--- config.mk ---
export PLATFORM = sky130hd
export DESIGN_NAME = bit_demux16
export DESIGN_NICKNAME = d
export VERILOG_FILES = /design/src/rtl/bit_demux16_pkg.sv /design/src/rtl/bit_demux16_dec.sv /design/src/rtl/bit_demux16.sv
export SDC_FILE = /design/constraint.sdc
export NUM_CORES = 1
export LEC_CHECK = 0
export ABC_AREA = 1
export BUFFER_PORTS_ARGS = -buffer_cell sky130_fd_sc_hd__buf_2
export CELL_PAD_IN_SITES_DETAIL_PLACEMENT = 1
export CELL_PAD_IN_SITES_GLOBAL_PLACEMENT = 1
export CORE_MARGIN = 2
export CORE_UTILIZATION = 41
export DETAILED_ROUTE_END_ITERATION = 16
export PLACE_DENSITY_LB_ADDON = 0.1
export SLEW_MARGIN = 25
export SYNTH_ARGS = -nofsm -noshare
export SYNTH_HDL_FRONTEND = slang
export SYNTH_SLANG_ARGS = --single-unit
--- constraint.sdc ---
create_clock -name clk -period 2.1 [get_ports clk]
set_input_delay 0.21 -clock clk [delete_from_list [all_inputs] [get_ports clk]]
set_output_delay 0.21 -clock clk [all_outputs]
set_load 0.05 [all_outputs]
--- src/rtl/bit_demux16_pkg.sv ---
// bit_demux16_pkg: shared state enum and width constants for the serial-to-parallel demux
package bit_demux16_pkg;
  localparam int W = 16;
  localparam int IW = 4;
  typedef enum logic {FILL, HOLD} state_t;
endpackage

--- src/rtl/bit_demux16_dec.sv ---
// bit_demux16_dec: one-hot write enable for the out position selected by sel
module bit_demux16_dec
  import bit_demux16_pkg::*;
#(
  parameter bit LSB_FIRST = 1'b1
) (
  input  logic [IW-1:0] sel,
  output logic [W-1:0]  we
);
  always_comb we = W'(1) << (LSB_FIRST ? sel : IW'(W - 1) - sel);
endmodule

--- src/rtl/bit_demux16.sv ---
// bit_demux16: collects 16 serial bits into a parallel word with valid/ready on both sides
// Optional out_parity output enabled by BIT_DEMUX16_PARITY_EN.
module bit_demux16
  import bit_demux16_pkg::*;
#(
  parameter bit LSB_FIRST = 1'b1
) (
  input  logic          clk,
  input  logic          rst_n,
  input  logic          clr,
  input  logic          in,
  input  logic          in_valid,
  output logic          in_ready,
  output logic [W-1:0]  out,
  output logic          out_valid,
  input  logic          out_ready,
  output logic [IW-1:0] sel
`ifdef BIT_DEMUX16_PARITY_EN
  ,
  output logic          out_parity
`endif
);
  state_t state, state_n;
  logic [W-1:0] we, out_n;
  logic [IW-1:0] sel_n;
  bit_demux16_dec #(.LSB_FIRST(LSB_FIRST)) u_dec (.sel(sel), .we(we));
  assign out_valid = state == HOLD;
  assign in_ready = clr || state == FILL || out_ready;
  // In HOLD sel is always 0, so a consumed frame restarts from position 0 with no bubble.
  always_comb begin
    state_n = state;
    out_n = out;
    sel_n = sel;
    if (clr) begin
      state_n = FILL;
      out_n = '0;
      sel_n = '0;
    end else if (state == FILL || out_ready) begin
      out_n = (state == HOLD ? W'(0) : out) | (in_valid && in ? we : W'(0));
      sel_n = sel + IW'(in_valid);
      state_n = (state == FILL && in_valid && sel == IW'(W - 1)) ? HOLD : FILL;
    end
  end
  always_ff @(posedge clk or negedge rst_n) begin
    if (!rst_n) begin
      state <= FILL;
      out <= '0;
      sel <= '0;
    end else begin
      state <= state_n;
      out <= out_n;
      sel <= sel_n;
    end
  end
`ifdef BIT_DEMUX16_PARITY_EN
  always_ff @(posedge clk or negedge rst_n) begin
    if (!rst_n) out_parity <= 1'b0;
    else out_parity <= ^out_n;
  end
`endif
endmodule

==> summary.txt <==
Pwr
  • Worst IR Drop VDD: 0.0002425 V
  • Leak Pwr: 0.6554 nW
  • PD cells: 589.8 nW/um^2

Critical path
  • Crit path kind: register to primary output
  • Critical Path Fanout Max: 5
  • Worst r2r path cells: 4
  • WP data required: 1890 ps
  • Critical R2R Launch: sel[0]
  • Setup crit end kind: primary output
  • Arr. time, crit path: 1240 ps
  • R2r setup slk: 830 ps
  • Setup crit start: out_valid
  • CP Capture Point: in_ready
  • CP startpoint kind: register
  • Critical R2R Capture: sel[1]

Detailed routing
  • Drt wl/cell: 15.06 um
  • Total number of vias: 815
  • Drt pass-1 iters: 2
  • WL final: 2454 um
  • Residual DRC: 0
  • Routed vias/inst: 5.000
  • Post-route antenna net violation count: 0
  • Number of DRC markers in iteration 0: 3

Logic synthesis
  • Sequential fraction of the synthesis area: 50.72%
  • Yosys warning total: 0
  • Post-synth cell types: 21
  • Synthesized instance count: 102
  • Dominant cell type by area after synthesis: dfrtp_1
  • Synth area leaders: dfrtp_1 (51%), o21ai_2 (11%), nand2_1 (10%)
  • Seq cells post-synth: 21
  • Cell Area, Synth: 1036 sq um
  • Share of the synthesized area in the top cell type: 50.72%
  • Mean area per synthesized cell: 10.16 sq um
  • Syn_nets: 110

Worst hold path
  • Worst hold path type: input port to register
  • Hold Crit Start: in_valid

Global routing
  • Gr usage total: 19.80%
  • GR Overflow Total: 0
  • Largest net degree at the start of global routing: 22
  • First-pass GRT wire length: 4043 um
  • Vias in the first global route: 850
  • Antenna violations before repair: 0

STA
  • Worst Tran Pin Value: 478.5 ps
  • Final Cycle Share: 69.05%
  • Final Slew Violations: 0
  • Fin. Hold Viols: 0
  • Clock Skews: 7.616 ps
  • Final Setup Violations: 0
  • RSZ-0062 raised after global routing: no
  • FMAX: 0.6897 GHz
  • Minimum clock period: 1450 ps
  • Sum of negative setup slack: 0 ps
  • Slew headroom: 68.10%

Clock network
  • CTS root buf: clkbuf_4
  • Clock Sinks: 21
  • Worst skew pair latency: 310 ps
  • Htree depth: 1
  • Clock Pin Slew Worst Setup and Hold Paths: 120 ps
  • CTS tree: done
  • Post-CTS setup buffer count: 0
  • CTS Buffer Depth: 2
  • Post-cts resize count: 0
  • Cts hold-fix bufs: 1
  • Cts bufs inserted: 3

Floorplanning
  • I/O pin cnt: 28
  • Height of the die: 54.27 um
  • Site row count: 18
  • Initial Util: 42.59%
  • Die W: 54.27 um
  • Die area: 2945 sq um
  • Core box area: 2432 sq um

Cells and area
  • Most frequent cells in the layout: nand2_1 (28), buf_2 (27), dfrtp_1 (21)
  • P&R area growth vs syn: 19.20%
  • Commonest non-fill, non-tap cell in the layout: nand2_1
  • Fin cells: 163
  • Layout Nets: 142
  • Share of cells above drive strength 1: 40.60%
  • ANT cells: 0

Place
  • Post-Place Cells: 158
  • Port Buffer Count: 27
  • Half-perimeter wire length after placement: 1893 um
  • Final RePlAce weighted congestion: 0.7512

Flow run
  • Max Cap Viol: 0

Outcome
  • Outcome: finished clean
[how the worst min path moves through the flow]
stage | to | cells after the start
after floorplan | out[0] | 0
after detailed placement | out[10] | 1
after global routing | out_valid | 3
final | out_valid | 3
after CTS | out_valid | 3
after global placement | out[12] | 1
[cells in the mapped netlist (all sizes together)]
master,count
a21oi,2
nor2,5
nand3,11
ha,2
clkinv,1
buf,1
inv,8
dfrtp,21
nor3,1
nand4,2
o21ai,16
nand2,32
[logic make-up after synthesis]
logic type,count (synthesis),synth area share (%)
fa+ha+maj,2,2.415
flops,21,50.72
simple gates,51,27.29
compound gates,18,14.49
buf+inv,10,5.072
[layout make-up]
cell class / instances / area (sq um)
timing repair buffer: 28 / 145.1
multi-input combinational: 71 / 457.9
tap: 30 / 37.54
clock buffer: 3 / 22.52
sequential: 21 / 525.5
fill: 296 / 1197
inverter: 9 / 41.29
clock inverter: 1 / 5.005
[per-layer routing]
metal	track usage, %	part of all wire [%]	up-vias
li1	-	-	400
met1	24.52	44	394
met2	34.74	51	19
met3	2.732	4.0	2
met4	7.500	0.61	0
met5	0	0	-
[per-stage QoR]
stage | util [%] | instance area, sq um | hold WS, ps | total power [mW] | setup slack [ps]
global route | 50.77 | 1235 | 211.9 | 0.7612 | 572.4
floorplan | - | 1036 | -85.59 | 0.4996 | 391.9
finish | 50.77 | 1235 | 200.9 | 0.7284 | 650.0
detailed placement | 49.23 | 1197 | 203.0 | 0.5339 | 855.5
CTS | 50.77 | 1235 | 194.8 | 0.7385 | 626.9
global placement | 49.23 | 1197 | 188.6 | 0.5304 | 941.0
[power breakdown]
group	internal [mW]	switching, mW	leakage (nW)	total (mW)
combinational	0.0249	0.0795	0.347	0.104
clock	0.0711	0.132	0.0177	0.203
sequential	0.411	0.00978	0.291	0.421
[registers in the layout, summed over array words and instances, names as in the netlist]
register	flops
out	16
sel	4
out_valid	1
[critical path: stages (launching register included)]
cell and delay [ps]:
dfrtp_1 480, nand3_1 170, buf_2 280
Power figures use the tool's default switching activity.
